<file path="src/rtl/riscv_test_monitor.sv">
// riscv-tests completion monitor: decodes tohost writes into sticky pass/fail/timeout
// status, counts RUN cycles, and buffers console bytes in a small FIFO.
module riscv_test_monitor #(
  parameter logic [31:0] TOHOST_ADDR  = 32'h0000_1000,
  parameter logic [31:0] CONSOLE_ADDR = 32'h0000_1004,
  parameter int unsigned TIMEOUT      = 5000,
  parameter int unsigned FIFO_DEPTH   = 16
) (
  input  logic        clk,
  input  logic        rst,
  input  logic        wr_en,
  input  logic [31:0] wr_addr,
  input  logic [31:0] wr_data,
  input  logic [3:0]  wr_strb,
  output logic        done,
  output logic        pass,
  output logic        fail,
  output logic        timeout,
  output logic        halt,
  output logic [30:0] test_num,
  output logic [31:0] cycles,
  output logic        con_valid,
  output logic [7:0]  con_data,
  input  logic        con_ready,
  output logic        con_overflow
);

  localparam int unsigned AW       = $clog2(FIFO_DEPTH);
  localparam logic [31:0] TMO_LAST = 32'(TIMEOUT - 1);

  typedef enum logic [1:0] {
    ST_RUN  = 2'd0,
    ST_PASS = 2'd1,
    ST_FAIL = 2'd2,
    ST_TMO  = 2'd3
  } state_t;

  state_t      state_r, state_nxt_s;
  logic [31:0] cycles_r;
  logic [30:0] test_num_r;
  logic        tohost_done_s;

  // Only odd full-word tohost writes signal completion; even values are syscalls.
  assign tohost_done_s = wr_en && (wr_addr == TOHOST_ADDR) && (wr_strb == 4'hF) && wr_data[0];

  // Next-state logic: completion write takes priority over timeout expiry.
  always_comb begin
    state_nxt_s = state_r;
    case (state_r)
      ST_RUN: begin
        if (tohost_done_s) begin
          if (wr_data == 32'd1) begin
            state_nxt_s = ST_PASS;
          end else begin
            state_nxt_s = ST_FAIL;
          end
        end else if (cycles_r == TMO_LAST) begin
          state_nxt_s = ST_TMO;
        end else begin
          state_nxt_s = ST_RUN;
        end
      end
      ST_PASS, ST_FAIL, ST_TMO: state_nxt_s = state_r;
      default:                  state_nxt_s = ST_RUN;
    endcase
  end

  // State register.
  always_ff @(posedge clk) begin
    if (!rst) begin
      state_r <= ST_RUN;
    end else begin
      state_r <= state_nxt_s;
    end
  end

  // Saturating RUN-cycle counter; frozen once a terminal state is entered.
  always_ff @(posedge clk) begin
    if (!rst) begin
      cycles_r <= 32'd0;
    end else if ((state_r == ST_RUN) && (cycles_r != 32'hFFFF_FFFF)) begin
      cycles_r <= cycles_r + 32'd1;
    end
  end

  // Failing test number latch.
  always_ff @(posedge clk) begin
    if (!rst) begin
      test_num_r <= 31'd0;
    end else if ((state_r == ST_RUN) && (state_nxt_s == ST_FAIL)) begin
      test_num_r <= wr_data[31:1];
    end
  end

  assign pass     = (state_r == ST_PASS);
  assign fail     = (state_r == ST_FAIL);
  assign timeout  = (state_r == ST_TMO);
  assign done     = pass | fail | timeout;
  assign halt     = done;
  assign test_num = test_num_r;
  assign cycles   = cycles_r;

  logic [7:0]  mem_r [FIFO_DEPTH];
  logic [AW:0] wptr_r, rptr_r;
  logic        overflow_r;
  logic        empty_s, full_s, pop_s, push_req_s, push_s;

  // Extra pointer MSB distinguishes full from empty when the index bits match.
  assign empty_s    = (wptr_r == rptr_r);
  assign full_s     = (wptr_r[AW] != rptr_r[AW]) && (wptr_r[AW-1:0] == rptr_r[AW-1:0]);
  assign pop_s      = con_ready && !empty_s;
  assign push_req_s = wr_en && (wr_addr == CONSOLE_ADDR) && wr_strb[0];
  assign push_s     = push_req_s && (!full_s || pop_s);

  // Console byte storage.
  always_ff @(posedge clk) begin
    if (rst && push_s) begin
      mem_r[wptr_r[AW-1:0]] <= wr_data[7:0];
    end
  end

  // FIFO pointers and sticky overflow flag.
  always_ff @(posedge clk) begin
    if (!rst) begin
      wptr_r     <= '0;
      rptr_r     <= '0;
      overflow_r <= 1'b0;
    end else begin
      if (push_s) begin
        wptr_r <= wptr_r + 1'b1;
      end
      if (pop_s) begin
        rptr_r <= rptr_r + 1'b1;
      end
      if (push_req_s && full_s && !pop_s) begin
        overflow_r <= 1'b1;
      end
    end
  end

  assign con_valid    = !empty_s;
  assign con_data     = empty_s ? 8'h00 : mem_r[rptr_r[AW-1:0]];
  assign con_overflow = overflow_r;

endmodule
</file>
<file path="config.mk">
export PLATFORM = sky130hd
export DESIGN_NAME = riscv_test_monitor
export DESIGN_NICKNAME = d
export VERILOG_FILES = /design/src/rtl/riscv_test_monitor.sv
export SDC_FILE = /design/constraint.sdc
export NUM_CORES = 1
export LEC_CHECK = 0
export CAP_MARGIN = 20
export CELL_PAD_IN_SITES_DETAIL_PLACEMENT = 0
export CELL_PAD_IN_SITES_GLOBAL_PLACEMENT = 1
export CORE_ASPECT_RATIO = 1.75
export CORE_UTILIZATION = 50
export DETAILED_ROUTE_END_ITERATION = 10
export DONT_BUFFER_PORTS = 1
export HOLD_SLACK_MARGIN = 0.05
export PLACE_DENSITY_LB_ADDON = 0.1
export RECOVER_POWER = 100
export SYNTH_ARGS = -nofsm -noshare
export SYNTH_HDL_FRONTEND = slang
export SYNTH_SLANG_ARGS = --single-unit
</file>
<file path="constraint.sdc">
create_clock -name clk -period 3.7 [get_ports clk]
set_clock_uncertainty 0.2 [all_clocks]
set_input_delay 0.74 -clock clk [delete_from_list [all_inputs] [get_ports clk]]
set_output_delay 0.74 -clock clk [all_outputs]
set_load 0.01 [all_outputs]
</file>
==> results by group, run 1 <==
Critical path
  – Reg2Reg Setup Slack: 0.57 ns
  – RR Endpoint: cycles[31]$_SDFFE_PN0P_
  – Endpoint class of the critical path: primary output
  – Crit path to: con_data[2]
  – Critical Path Start Type: flip-flop
  – Critical Path Max Stage Delay: 0.63 ns
  – RR Startpoint: cycles[0]$_SDFFE_PN0P_
  – Worst path slowest cell: mux4_2
  – Worst R2R Path Depth: 7
  – Cell count along the critical path: 4
  – CP most frequent cell: mux4_2
  – Critical Path, Cell by Cell: buf_12 > mux4_2 > mux4_2 > nor2b_1
  – Crit path max fanout: 32
  – Setup CP Type: flip-flop to primary output
  – Req. time, crit path: 2.76 ns
  – Critical path buffers and inverters: 1
  – Top delay family on crit path: multiplexers
  – Crit path DAT: 2.47 ns

Routing
  – Initial DRC count: 281
  – Detail Route Antenna Nets: 0
  – Final routed DRC violation total: 0
  – Met3 routed WL: 1060 um
  – Top layer in use: met4
  – M1 WL: 7030 um
  – DRT Pass-1 Iters: 4
  – Routed len/inst: 21.9 um
  – Total Wirelength: 20200 um
  – Vias: 5438
  – Vias per Instance: 5.91
  – Met2 WL post-DR: 11300 um

Floorplan
  – Row count: 64
  – Die Height: 178 um
  – Starting Density: 50.9%
  – Die Area: 0.0183 sq mm
  – Die width: 103 um
  – Boundary pin count: 150
  – Core area: 0.0174 sq mm

Clock network
  – TritonCTS clock tree: built
  – CTS resizes: 0
  – Clock transition at path regs: 0.07 ns
  – Sink Count: 208
  – CTS max path bufs: 3
  – Post-CTS Setup Inserts: 0
  – Clock root buffer: clkbuf_16
  – H-tree Lvls: 1
  – Total CTS buffers: 20
  – Cts hold-fix bufs: 0
  – Worst-Skew Late Latency: 0.49 ns

STA
  – Worst relative slew slack: 32.1%
  – RSZ-0062 raised after global routing: false
  – Slew Viols, Final: 0
  – Slew @ Worst Pin: 1.02 ns
  – Fmax: 0.293 GHz
  – Final TNS setup: 0 ns
  – Worst Setup Slack, final: 0.290 ns
  – Fin crit period: 3.41 ns
  – Period Utilization, post-route: 92.2%
  – Final-report hold violation count: 0
  – Setup Viol. Count Final: 0

Synth
  – Synth Area in Simple Gates: 15.1%
  – Syn_nets: 744
  – Asr flop ratio synth: 0%
  – Largest family of logic cells by synthesized area: simple AND/OR/NAND/NOR gates
  – Dominant synthesized flop cell: edfxtp_1
  – Yosys top cell area share: 43.4%
  – Synthesized instance count: 666
  – EDFF count, synth: 128
  – Synth Area in XOR/XNOR: 1.57%
  – Count leader, synth: edfxtp_1
  – Most frequent cells after synthesis: edfxtp_1 (128), nand2_1 (96), dfxtp_1 (80)
  – Synth area leader: edfxtp_1
  – #FFs+latches synth: 208
  – Synth top area cells: edfxtp_1 (43%), dfxtp_1 (18%), mux4_2 (10%)
  – Register area share after synthesis: 61.5%
  – Syn avg cell area: 13.3 sq um
  – Area of the mapped netlist: 0.00885 sq mm
  – Distinct cells, synth: 47
  – Warnings, synthesis: 0
  – Adder-Cell Fraction of Synth Area: 0.848%
  – Post-synthesis mux area share: 14.5%
  – Compound-Gate Fraction of Synth Area: 4.38%

Pwr
  – Sw frac: 18.9%
  – Gate power share: 0.7%
  – Cell Int Power: 0.00380 W
  – PwrDens: 479 mW/mm^2
  – Peak VDD IR: 323 uV
  – Pleak: 2.96 nW
  – Sw Pwr: 0.000888 W
  – Reg power frac: 52.6%
  – Clock share of power: 46.7%

Run
  – Max-Cap Viols: 0

Global routing
  – Largest net degree at the start of global routing: 78
  – Number of global-route vias before repair: 5516
  – Total track usage: 22.8%
  – GR Overflow Total: 0
  – First-pass GRT wire length: 30600 um
  – Initial antenna violation count: 1

Layout
  – Share of post-route cells with drive strength above 1: 12.9%
  – # fillers: 1492
  – Fin nets: 752
  – P&R area growth vs syn: 10.5%

Placement
  – GP Congestion: 0.838
  – Dpl ws: 0.478 ns
  – Detailed-placement wirelength estimate: 14300 um
  – PortBufs: 0

Outcome
  – Status: finished, final reports clean

Min path
  – Worst Hold Class: input pin to flip-flop
[routing by layer]
layer / vias up / track usage (%)
met5: - / 0
met4: 0 / 10.3
met3: 41 / 4.23
met2: 167 / 43.0
met1: 2676 / 23.5
li1: 2554 / -
[cell type report]
class / count / area [sq um] / share of cell area, %
multi-input combinational: 418 / 3210 / 32.8
inverter: 9 / 33.8 / 0.345
clock buffer: 24 / 537 / 5.49
sequential: 208 / 5450 / 55.7
tap: 231 / 289 / 2.95
antenna: 1 / 2.50 / 0.0256
timing repair buffer: 17 / 88.8 / 0.908
clock inverter: 12 / 175 / 1.79
[per-stage QoR]
stage | cell area (sq um) | power, W | std cells | hold WS, ns | util, %
floorplan | 8850 | 0.00255 | 666 | 0.279 | -
global placement | 9140 | 0.00255 | 883 | 0.293 | 52.6
detailed placement | 9140 | 0.00255 | 883 | 0.296 | 52.6
CTS | 9850 | 0.00473 | 919 | 0.123 | 56.7
global route | 9780 | 0.00482 | 920 | 0.113 | 56.3
finish | 9780 | 0.00468 | 920 | 0.139 | 56.3
[cell families after synthesis]
kind of cell    count (synthesis)
buf+inv                        40
xor+xnor                       15
fa+ha+maj                       6
mux                            78
simple gates                  258
compound gates                 61
flops                         208
[power groups by stage]
stage	Combinational [W]	Sequential [W]	Clock, W
final	0.0000325	0.00246	0.00219
after global routing	0.0000373	0.00246	0.00232
after CTS	0.0000332	0.00246	0.00224
after detailed placement	0.0000332	0.00252	0
after global placement	0.0000320	0.00252	0
after floorplan	0.0000364	0.00251	0
[cell usage in the layout, fill, tap and decap left out, types with 4 or more instances in the layout]
cell type,n
mux4_2,40
edfxtp_1,128
o21ai_0,10
and4_1,9
nand2_1,96
dfxtp_1,80
mux2i_1,37
nor4_1,22
or4_1,14
clkbuf_16,21
or3_1,13
nor4b_1,4
xor2_1,5
nand2b_1,5
o31ai_1,10
ha_1,6
xnor2_1,9
bufinv_16,4
nor2_1,33
a21oi_2,4
o21ai_1,5
nand3_1,22
a21oi_1,23
nand4_1,10
and3_1,4
inv_1,9
nor2b_1,10
nor3_1,6
clkbuf_1,16
[worst min-delay path by stage]
stage | from | endpoint | slack (ns) | depth (start not counted)
2_1_floorplan | wptr_r[4]$_SDFFE_PN0P_ | wptr_r[4]$_SDFFE_PN0P_ | 0.28 | 2
3_3_place_gp | test_num[25]$_SDFFE_PN0P_ | test_num[25]$_SDFFE_PN0P_ | 0.29 | 2
3_5_place_dp | test_num[17]$_SDFFE_PN0P_ | test_num[17]$_SDFFE_PN0P_ | 0.30 | 2
4_1_cts | wr_data[3] | mem_r[0][3]$_DFFE_PP_ | 0.12 | 0
5_1_grt | wr_data[3] | mem_r[0][3]$_DFFE_PP_ | 0.11 | 0
6_report | wr_data[3] | mem_r[0][3]$_DFFE_PP_ | 0.14 | 0
[sequential cells by signal (all words and copies together) (netlist names), named ones only]
signal	count
state_r	2
con_overflow	1
mem_r	128
cycles	32
wptr_r	5
rptr_r	5
test_num	31
(Power assumes the default switching activity.)
==> inputs of run 2 (changes only) <==
--- a/config.mk
+++ b/config.mk
@@ -10,9 +10,11 @@
 export CELL_PAD_IN_SITES_GLOBAL_PLACEMENT = 1
 export CORE_ASPECT_RATIO = 1.75
 export CORE_UTILIZATION = 50
+export CTS_CLUSTER_SIZE = 40
 export DETAILED_ROUTE_END_ITERATION = 10
 export DONT_BUFFER_PORTS = 1
 export HOLD_SLACK_MARGIN = 0.05
+export MAX_ROUTING_LAYER = met4
 export PLACE_DENSITY_LB_ADDON = 0.1
 export RECOVER_POWER = 100
 export SYNTH_ARGS = -nofsm -noshare
==> run 2 against run 1 <==
Wire length up 0.17%. Count of clock-buffer cells in the layout did not move. Sequential share of layout area unchanged. Fmax is essentially flat. Non-clock buffer count is the same. Die area did not move.
==> results by group, run 2 (synthesis gave the netlist of run 1 again) <==
Global routing
  – Number of global-route vias before repair: 5530 (+0.25%)
  – Initial antenna violation count: 1 (unchanged)
  – Total track usage: 23.4% (+0.66 points)
  – First-pass GRT wire length: 30600 um (about the same)
  – Largest net degree at the start of global routing: 78 (unchanged)
  – GR Overflow Total: 0 (unchanged)

Critical path
  – RR Startpoint: cycles[0]$_SDFFE_PN0P_
  – RR Endpoint: cycles[31]$_SDFFE_PN0P_
  – Req. time, crit path: 2.76 ns (about the same)
  – Endpoint class of the critical path: primary output
  – Critical path buffers and inverters: 1 (unchanged)
  – Worst path slowest cell: mux4_2
  – Worst R2R Path Depth: 7 (unchanged)
  – Top delay family on crit path: multiplexers
  – Critical Path Start Type: flip-flop
  – Setup CP Type: flip-flop to primary output
  – Critical Path Max Stage Delay: 0.63 ns (about the same)
  – Crit path max fanout: 32 (unchanged)
  – Crit path DAT: 2.47 ns (about the same)
  – CP most frequent cell: mux4_2
  – Reg2Reg Setup Slack: 0.58 ns (about the same)
  – Critical Path, Cell by Cell: buf_12 > mux4_2 > mux4_2 > nor2b_1

Layout
  – Commonest non-fill, non-tap cell in the layout: edfxtp_1
  – Share of post-route cells with drive strength above 1: 12.9% (unchanged)
  – Max reg flops: 128 (unchanged)
  – # fillers: 1492 (unchanged)
  – P&R area growth vs syn: 10.5% (unchanged)
  – Most frequent cells in the layout: edfxtp_1 (128), nand2_1 (96), dfxtp_1 (80), mux4_2 (40), mux2i_1 (37)
  – Post-route cell area: 0.00978 sq mm (unchanged)
  – Core Util, Final: 56.3% (unchanged)
  – Fin nets: 752 (unchanged)

Clock network
  – Sink Count: 208 (unchanged)
  – H-tree Lvls: 1 (unchanged)
  – CTS resizes: 0 (unchanged)
  – Cts hold-fix bufs: 0 (unchanged)
  – CTS max path bufs: 3 (unchanged)
  – Post-CTS Setup Inserts: 0 (unchanged)
  – TritonCTS clock tree: built
  – Total CTS buffers: 20 (unchanged)
  – Clock root buffer: clkbuf_16
  – Clock transition at path regs: 0.07 ns (about the same)
  – Worst-Skew Late Latency: 0.49 ns (about the same)

Pwr
  – Gate power share: 0.7% (about the same)
  – Pleak: 2.96 nW (unchanged)
  – Cell Int Power: 0.00380 W (about the same)
  – Peak VDD IR: 323 uV (about the same)
  – Sw Pwr: 0.000892 W (+0.50%)
  – Reg power frac: 52.5% (about the same)
  – Sw frac: 19.0% (+0.076 points)
  – Clock share of power: 46.8% (about the same)
  – PwrDens: 479 mW/mm^2 (about the same)
  – Pwr Total: 0.00469 W (about the same)

Min path
  – Hold Crit Start: wr_data[3]
  – Hold endpoint: mem_r[0][3]$_DFFE_PP_
  – Worst Hold Path Cells: 0 (unchanged)
  – Worst Hold Class: input pin to flip-flop

STA
  – Slew @ Worst Pin: 1.03 ns (+0.00609 ns)
  – Final-report hold violation count: 0 (unchanged)
  – Worst relative slew slack: 31.6% (-0.41 points)
  – Setup Viol. Count Final: 0 (unchanged)
  – Fmax: 0.293 GHz (about the same)
  – Final TNS setup: 0 ns (unchanged)
  – Worst Setup Slack, final: 0.288 ns (-0.00196 ns)
  – Slew Viols, Final: 0 (unchanged)
  – RSZ-0062 raised after global routing: false
  – Period Utilization, post-route: 92.2% (about the same)
  – Fin crit period: 3.41 ns (+0.00196 ns)

Placement
  – Placed Area: 0.00914 sq mm (unchanged)
  – PortBufs: 0 (unchanged)
  – Dpl ws: 0.478 ns (unchanged)
  – Detailed-placement wirelength estimate: 14300 um (unchanged)
  – GP Congestion: 0.851 (+1.6%)

Floorplan
  – Row count: 64 (unchanged)
  – Die Area: 0.0183 sq mm (unchanged)
  – Starting Density: 50.9% (unchanged)
  – Core area: 0.0174 sq mm (unchanged)
  – Boundary pin count: 150 (unchanged)
  – Die Height: 178 um (unchanged)
  – Die width: 103 um (unchanged)

Routing
  – Final routed DRC violation total: 0 (unchanged)
  – Total Wirelength: 20200 um (+0.17%)
  – DRT Pass-1 Iters: 5 (+1)
  – Vias: 5444 (+0.11%)
  – Vias per Instance: 5.92 (+0.11%)
  – Detail Route Antenna Nets: 0 (unchanged)
  – Routed len/inst: 22.0 um (+0.17%)
  – Initial DRC count: 259 (-7.8%)

Outcome
  – Status: finished, final reports clean

Run
  – Max-Cap Viols: 0 (unchanged)
## run 2: power by group through the flow
stage               sequential [W]  clock (W)  combinational (W)
global route               0.00246    0.00232          0.0000373
global placement           0.00252          0          0.0000320
floorplan                  0.00251          0          0.0000364
finish                     0.00246    0.00219          0.0000326
CTS                        0.00246    0.00224          0.0000332
detailed placement         0.00252          0          0.0000332
## run 2: how the worst max path moves through the flow
stage                           startpoint                      end  depth (start not counted)  slack, ns
CTS                              flip-flop              con_data[2]                          4       0.29
finish                           flip-flop              con_data[2]                          4       0.29
global route        cycles[1]$_SDFFE_PN0P_  cycles[31]$_SDFFE_PN0P_                          7       0.23
floorplan                        flip-flop              con_data[0]                          5       0.81
global placement               wr_addr[13]    mem_r[6][1]$_DFFE_PP_                          5       0.56
detailed placement              wr_addr[8]   mem_r[13][3]$_DFFE_PP_                          5       0.48
## run 2: worst reg2reg max path: stages, from the launching register on
cell      delay [ns]
dfxtp_1         0.47
ha_1            0.33
nand4_1         0.23
or4_1           0.66
o311ai_0        0.36
clkbuf_1        0.49
or3_1           0.21
a21oi_2         0.05
## run 2: cell type report
class	count	area, sq um	area share, %
multi-input combinational	418	3210	32.8
clock inverter	12	175	1.79
antenna	1	2.50	0.0256
timing repair buffer	17	88.8	0.908
clock buffer	24	537	5.49
inverter	9	33.8	0.345
sequential	208	5450	55.7
tap	231	289	2.95
## run 2: stage by stage
stage | std cells | hold slack (ns)
global placement | 883 | 0.293
global route | 920 | 0.113
floorplan | 666 | 0.279
finish | 920 | 0.137
detailed placement | 883 | 0.296
CTS | 919 | 0.123
## run 2: layer usage
layer	global-route usage, %	up-vias	routed length, um	share of wire [%]
li1	-	2553	-	-
met1	23.6	2675	7090	35
met2	42.9	173	11300	56
met3	4.19	43	1030	5.1
met4	10.5	0	830	4.1
met5	-	-	0	0
